<file path="src/rtl/vga_scanout.sv">
// VGA scan-out engine: raster counters, delayed sync/blanking, pixel requests
// issued PIPELINE_STAGES ahead, and registered colour with underrun handling.
`timescale 1ns/1ps

module vga_scanout #(
    parameter int WIDTH              = 640,
    parameter int HEIGHT             = 480,
    parameter int HSYNC_FPORCH       = 16,
    parameter int HSYNC_PULSE        = 96,
    parameter int HSYNC_BPORCH       = 48,
    parameter int VSYNC_FPORCH       = 10,
    parameter int VSYNC_PULSE        = 2,
    parameter int VSYNC_BPORCH       = 33,
    parameter int HSYNC_POLARITY_NEG = 1,
    parameter int VSYNC_POLARITY_NEG = 1,
    parameter int PIPELINE_STAGES    = 2,
    parameter int COLOR_BITS         = 4,
    parameter logic [3*COLOR_BITS-1:0] UNDERRUN_RGB = {3*COLOR_BITS{1'b1}},
    parameter int FRAME_CNT_WID      = 16,
    localparam int H_SIZE = WIDTH + HSYNC_FPORCH + HSYNC_PULSE + HSYNC_BPORCH,
    localparam int V_SIZE = HEIGHT + VSYNC_FPORCH + VSYNC_PULSE + VSYNC_BPORCH,
    localparam int HW     = $clog2(H_SIZE),
    localparam int VW     = $clog2(V_SIZE),
    localparam int CW     = 3 * COLOR_BITS
) (
    input  logic                     CLK,
    input  logic                     RST_N,
    input  logic                     enable,
    input  logic                     underrun_clr,
    output logic                     pixIf_NEXT_FRAME,
    output logic                     pixIf_H_BLANKING,
    output logic [HW-1:0]            pixIf_H_CNT,
    output logic [VW-1:0]            pixIf_next_V_CNT,
    input  logic [CW-1:0]            pixIf_rgb,
    input  logic                     pixIf_valid,
    output logic                     vgaIf_vga_h_sync,
    output logic                     vgaIf_vga_v_sync,
    output logic [CW-1:0]            vgaIf_vga_rgb,
    output logic [FRAME_CNT_WID-1:0] frame_cnt,
    output logic                     underrun
);

    localparam int PS     = PIPELINE_STAGES;
    localparam int HS_ON  = WIDTH + HSYNC_FPORCH;
    localparam int HS_OFF = HS_ON + HSYNC_PULSE;
    localparam int VS_ON  = HEIGHT + VSYNC_FPORCH;
    localparam int VS_OFF = VS_ON + VSYNC_PULSE;
    localparam logic HPOL = (HSYNC_POLARITY_NEG != 0);
    localparam logic VPOL = (VSYNC_POLARITY_NEG != 0);
    localparam logic [HW-1:0] H_LAST = HW'(H_SIZE - 1);
    localparam logic [VW-1:0] V_LAST = VW'(V_SIZE - 1);

    logic [HW-1:0]            h_cnt_q, h_cnt_d;
    logic [VW-1:0]            v_cnt_q, v_cnt_d;
    logic [PS:0]              hs_q, hs_d;
    logic [PS:0]              vs_q, vs_d;
    logic [CW-1:0]            rgb_q, rgb_d;
    logic                     enable_q, enable_d;
    logic [FRAME_CNT_WID-1:0] frame_cnt_q, frame_cnt_d;
    logic                     underrun_q, underrun_d;

    logic [31:0] h_w, v_w;
    logic        h_last, v_last, frame_start;
    logic        active, act_tap, under_set;

    assign h_w = 32'(h_cnt_q);
    assign v_w = 32'(v_cnt_q);

    always_comb begin
        h_last      = (h_cnt_q == H_LAST);
        v_last      = (v_cnt_q == V_LAST);
        frame_start = h_last && v_last;
        active      = (h_w < WIDTH) && (v_w < HEIGHT);

        h_cnt_d = h_last ? '0 : h_cnt_q + 1'b1;
        v_cnt_d = v_cnt_q;
        if (h_last) begin
            v_cnt_d = v_last ? '0 : v_cnt_q + 1'b1;
        end

        // Sync levels are stored already polarity-corrected.
        hs_d[0] = ((h_w >= HS_ON) && (h_w < HS_OFF)) ^ HPOL;
        vs_d[0] = ((v_w >= VS_ON) && (v_w < VS_OFF)) ^ VPOL;
        for (int i = 1; i <= PS; i++) begin
            hs_d[i] = hs_q[i-1];
            vs_d[i] = vs_q[i-1];
        end
    end

    generate
        if (PS == 0) begin : g_act0
            assign act_tap = active;
        end else begin : g_actn
            logic [PS-1:0] act_q, act_d;
            always_comb begin
                act_d[0] = active;
                for (int i = 1; i < PS; i++) begin
                    act_d[i] = act_q[i-1];
                end
            end
            always_ff @(posedge CLK or negedge RST_N) begin
                if (!RST_N) begin
                    act_q <= '0;
                end else begin
                    act_q <= act_d;
                end
            end
            assign act_tap = act_q[PS-1];
        end
    endgenerate

    always_comb begin
        rgb_d     = '0;
        under_set = 1'b0;
        if (act_tap && enable_q) begin
            if (pixIf_valid) begin
                rgb_d = pixIf_rgb;
            end else begin
                rgb_d     = UNDERRUN_RGB;
                under_set = 1'b1;
            end
        end
        underrun_d  = under_set | (underrun_q & ~underrun_clr);
        enable_d    = frame_start ? enable : enable_q;
        frame_cnt_d = frame_start ? frame_cnt_q + 1'b1 : frame_cnt_q;
    end

    always_ff @(posedge CLK or negedge RST_N) begin
        if (!RST_N) begin
            h_cnt_q     <= '0;
            v_cnt_q     <= '0;
            hs_q        <= {(PS+1){HPOL}};
            vs_q        <= {(PS+1){VPOL}};
            rgb_q       <= '0;
            enable_q    <= 1'b0;
            frame_cnt_q <= '0;
            underrun_q  <= 1'b0;
        end else begin
            h_cnt_q     <= h_cnt_d;
            v_cnt_q     <= v_cnt_d;
            hs_q        <= hs_d;
            vs_q        <= vs_d;
            rgb_q       <= rgb_d;
            enable_q    <= enable_d;
            frame_cnt_q <= frame_cnt_d;
            underrun_q  <= underrun_d;
        end
    end

    assign pixIf_NEXT_FRAME = (v_w == HEIGHT - 1) && (h_w == WIDTH);
    assign pixIf_H_BLANKING = (h_w >= WIDTH);
    assign pixIf_H_CNT      = h_cnt_q;
    assign pixIf_next_V_CNT = v_last ? '0 : v_cnt_q + 1'b1;
    assign vgaIf_vga_h_sync = hs_q[PS];
    assign vgaIf_vga_v_sync = vs_q[PS];
    assign vgaIf_vga_rgb    = rgb_q;
    assign frame_cnt        = frame_cnt_q;
    assign underrun         = underrun_q;

endmodule

</file>
<file path="config.mk">
export PLATFORM = sky130hd
export DESIGN_NAME = vga_scanout
export DESIGN_NICKNAME = d
export VERILOG_FILES = /design/src/rtl/vga_scanout.sv
export SDC_FILE = /design/constraint.sdc
export NUM_CORES = 1
export LEC_CHECK = 0
export BUFFER_PORTS_ARGS = -buffer_cell sky130_fd_sc_hd__buf_2
export CAP_MARGIN = 25
export CORE_MARGIN = 2
export CORE_UTILIZATION = 53
export CTS_BUF_LIST = sky130_fd_sc_hd__clkbuf_16
export DETAILED_ROUTE_END_ITERATION = 10
export PLACE_DENSITY = 0.8
export SLEW_MARGIN = 15
export SYNTH_ARGS = -nofsm -noshare
export SYNTH_HDL_FRONTEND = slang
export SYNTH_SLANG_ARGS = --single-unit
</file>
<file path="constraint.sdc">
create_clock -name CLK -period 2.2 [get_ports CLK]
set_input_delay 0.11 -clock CLK [delete_from_list [all_inputs] [get_ports CLK]]
set_output_delay 0.11 -clock CLK [all_outputs]
set_load 0.01 [all_outputs]
</file>
# After elaboration in Yosys (flattened, before gate mapping)
# Index checks and enable logic that the tools add are counted.
# totals
regBits	58
latch_bits	0
mem_bits_rw	0
rom_bits	0
in_bits	17
output_inout_bits	53
word_cells	40
mem_count	0
# classes
addsub	3
mul	0
div	0
order_cmp	7
eq_ne	4
shift	0
n_mux	6
n_bitwise	5
reduce_logical	6
# ops
cell	count
$eq A10 B10 Y1 const B	3
$mux W12	2
$add A10 B1 Y10 const B	2
$ge A10 B10 Y1 const B	2
$lt A10 B10 Y1 const B	2
$lt A10 B9 Y1 const B	2
$mux W10	2
$add A16 B1 Y16 const B	1
$eq A10 B9 Y1 const B	1
$ge A10 B9 Y1 const B	1
$logic_and A1 B1 Y1	6
$not A1 Y1	3
$mux W1	2
$and A1 B1 Y1	1
$or A1 B1 Y1	1

# Longest topological paths before layout
# depth
depth_word	3
depth_mapped	7
depth_no_buf	6

# Worst setup path before layout
# OpenSTA, ideal clock, no wires.
# synth_timing
path_kind	flip-flop to flip-flop
from	register h_cnt_q[0], in the netlist pixIf_H_CNT[0]
to	register enable_q
setup_ps	125
t_arrival_ps	1685
required_time_ps	2075
path_slack_ps	390
path_stages_with_launch	6
n_path_buf	0
period_less_slack_ps	1810
cell_sequence	dfrtp_1 -> ha_1 -> and4_4 -> nand4_4 -> nor2_1 -> mux2_2
# synth_between
elab_chain_cells	2
# synth_rtl
item	line	text
start, declared	53	logic [HW-1:0] h_cnt_q, h_cnt_d;
start signal, assigned	139	h_cnt_q <= h_cnt_d;
$eq A10 B10 Y1	70	h_last = (h_cnt_q == H_LAST);
$logic_and A1 B1 Y1	72	frame_start = h_last && v_last;
end signal, assigned	144	enable_q <= enable_d;
end, declared	58	logic enable_q, enable_d;
# No other way between the ends.
# A chain may end at the register's enable or synchronous reset.

# Worst setup path after layout
# layout_timing
from	register v_cnt_q[0]
to	output port pixIf_next_V_CNT[3]
# layout_between
elab_chain_cells	2
elab_cells_between_ends	3
classes_between	add/sub (1); eq/ne (1); mux (1)
# layout_rtl
item	line	text
start, declared	54	logic [VW-1:0] v_cnt_q, v_cnt_d;
start signal, assigned	140	v_cnt_q <= v_cnt_d;
$add A10 B1 Y10 or $eq A10 B10 Y1 (tied branches)	153, 71	
$mux W10 *	153	assign pixIf_next_V_CNT = v_last ? '0 : v_cnt_q + 1'b1;
end, declared	33	output logic [VW-1:0] pixIf_next_V_CNT,
# Every way passes the cells marked *; elsewhere a longest branch is shown, timed or not.

==> run summary <==
outcome: finished clean
critical path data arrival time: 1.99 ns
clock latency on the worst-skew pair: 0.32 ns
start-to-end type of the worst setup path: flop to output port
slowest cell on the critical path: dfrtp_1
instance count of the mapped netlist: 262
TritonCTS clock tree: yes
commonest cells after routing, fill and taps aside: buf_2 (69), dfrtp_1 (52), inv_1 (19), nand3_1 (18), xor2_1 (17)
horizontal extent of the die: 76.7 um
via count of the first global-routing pass: 2144
highest ir drop seen on vdd: 485 uV
Setup Slack @ Placement: 0.213 ns
critical path, cell by cell: inv_1, ha_1, and4bb_1, and3_1, buf_4, a21oi_1, buf_2
Hold Violations, Final: 0
critical path's largest stage delay: 0.45 ns
Max-cap violations: 0
Pre-Repair DR Iteration Count: 5
synthesized net count: 284
per-cell via count in the routed design: 5.48
clock-pin slew on the worst setup and hold paths: 0.05 ns
Vert. Die Dim: 76.7 um
number of buffers inserted to repair setup after CTS: 0
Slew Limit Fails: 0
clock tree skew after final layout: 0.00722 ns
initial cell density of the core: 54.8%
DR vias: 2257
CP startpoint kind: flop
Final Non-Filler Cells: 412
Inserted Clock Buffers: 9
detailed-route wire length: 6140 um
Placed Cells incl. Taps: 395
fin crit share: 95.4%
LEAKAGE: 1.88 nW
cell type with the largest total area after synthesis: dfrtp_1
share of Yosys cell area claimed by the top area cell type: 46.5%
Iter 0 DRT Violations: 129
maximum operating frequency: 476 MHz
largest cells by area after synthesis: dfrtp_1 (46%), dfstp_2 (5.6%), xor2_1 (5.3%), xnor2_1 (3.8%), nand3_1 (3.2%)
antenna viol nets, final: 0
CP endpoint kind: output port
total global routing overflow: 0
Overall Global Routing Usage: 21.8%
CTS Buffer Depth: 2
setup slack of the critical path after layout: 0.100 ns
required time of the critical path: 2.09 ns
worst hold-check path type: input port to flop
fill cell count: 385
flop and latch count out of synthesis: 58
areal power density over the cells: 754 nW/um^2
setup repair after global routing missed its margin: false
floorplan die area: 5880 um^2
Buffers & Inverters on Critical Path: 3
Layout Utilization: 69.4%
Port Buffer Count: 69
total negative slack: 0 ns
Clk Tree Root Cell: clkbuf_16
commonest non-fill, non-tap cell in the layout: buf_2
highest fanout seen on the critical path: 7
measured slew at the worst slew-check pin: 0.829 ns
post-synth design cell area: 2800 um^2
Setup violations, final: 0
estimated wirelength of the detail-placed design: 4140 um
final critical-path required period: 2.10 ns
I/O Pins: 70
largest net degree at the start of global routing: 40
number of remaining DRC errors: 0
worst relative slew slack: 44.7%
Placeable Area: 5110 um^2
number of antenna violations at the first check in global routing: 0
critical path's top delay family: simple AND/OR/NAND/NOR gates
fin nets: 360
site row count: 26
n_diodes: 0
layout cells sized above 1: 32.2%
global-route wire length before repair: 10200 um
count of warnings emitted by yosys: 0
number of H-tree levels: 3
distinct cell type count after synthesis: 43
layout overhead on the synthesized area: 26.7%
average cell area after synthesis: 10.7 um^2
global placement routability congestion: 0.843
TritonCTS Sinks: 58
share of the yosys chip area belonging to registers: 52.1%
average routed wire per standard cell: 14.9 um
## path summary, 6_finish.rpt
check,start,to,slack (ns),cells past startpoint
setup / recovery,v_cnt_q[0]$_DFFE_PN0N_,pixIf_next_V_CNT[3],0.10,7
min in group asynchronous,RST_N,vgaIf_vga_rgb[0]$_DFF_PN0_,0.44,2
max in group asynchronous,RST_N,frame_cnt[8]$_DFFE_PN0P_,1.08,3
hold / removal,pixIf_rgb[3],vgaIf_vga_rgb[3]$_DFF_PN0_,0.02,3
hold reg to reg,hs_q[1]$_DFF_PN1_,hs_q[2]$_DFF_PN1_,0.35,0
setup reg to reg,pixIf_H_CNT[0]$_DFF_PN0_,v_cnt_q[8]$_DFFE_PN0N_,0.19,6
## metal layers
metal	GRT usage, %	routed length, um	vias up
met4	10.2	103	0
met1	29.3	2640	1074
met5	0	0	-
li1	-	-	1064
met2	34.1	3000	105
met3	4.47	392	14
## tightest hold or removal path: cells and delay by family
family,cells,cell delay (ns)
AO/OA/AOI/OAI,1,0.05
buffers and inverters,2,0.13
## Yosys cell counts, drive strengths merged
master	count
nand2	13
nand2b	1
o21a	1
nor3	9
ha	5
xor2	17
inv	19
and4	5
o22ai	2
xnor2	12
o31ai	1
nor4	10
dfrtp	52
and4bb	1
nand4	10
or3	1
a21o	2
dfstp	6
buf	9
mux2	3
o21ai	7
a21oi	15
and2	7
and3	7
clkbuf	4
nor2b	3
nand3	19
a22o	5
nor4b	1
nor2	14
or4	1
## sequential cells by signal, indices dropped and copies added (netlist names)
register       cells
enable_q           1
frame_cnt         16
g_actn.act_q       2
hs_q               3
pixIf_H_CNT       10
underrun           1
v_cnt_q           10
vgaIf_vga_rgb     12
vs_q               3
## per-stage QoR
| stage | power [mW] | cell area, um^2 | hold WS (ns) |
|---|---|---|---|
| after floorplan | 1.09 | 2800 | -0.186 |
| after global placement | 1.13 | 3190 | 0.246 |
| after detailed placement | 1.13 | 3190 | 0.256 |
| after CTS | 2.69 | 3540 | 0.0153 |
| after global routing | 2.74 | 3550 | 0.0339 |
| final | 2.67 | 3550 | 0.0188 |
## cell families after synthesis
| group | count (synthesis) | synth area share, % |
|---|---|---|
| simple gates | 102 | 22.4 |
| flops | 58 | 52.1 |
| compound gates | 33 | 7.11 |
| buf+inv | 32 | 5.81 |
| xor+xnor | 29 | 9.07 |
| fa+ha+maj | 5 | 2.24 |
| mux | 3 | 1.21 |
## power breakdown
group / switching (mW) / internal, mW / leakage [nW]
logic: 0.0313 / 0.0164 / 0.954
clock network: 0.464 / 1.09 / 0.159
registers: 0.0000000000000000389 / 1.07 / 0.765
## cell type report
cell class | count | area [um^2] | share of cell area, %
Clock inverter | 6 | 106 | 3.00
Multi-Input combinational cell | 172 | 1180 | 33.2
Tap cell | 70 | 87.6 | 2.47
Clock buffer | 9 | 225 | 6.35
Inverter | 19 | 71.3 | 2.01
Timing Repair Buffer | 78 | 418 | 11.8
Sequential cell | 58 | 1460 | 41.1
## repair_timing
item                       CTS  global route
setup endpoints to repair    0             1
hold buffers                 2             0
gates resized for setup      0             1
hold endpoints to repair    32             0
Note: power is estimated with default switching activity, not from simulation.
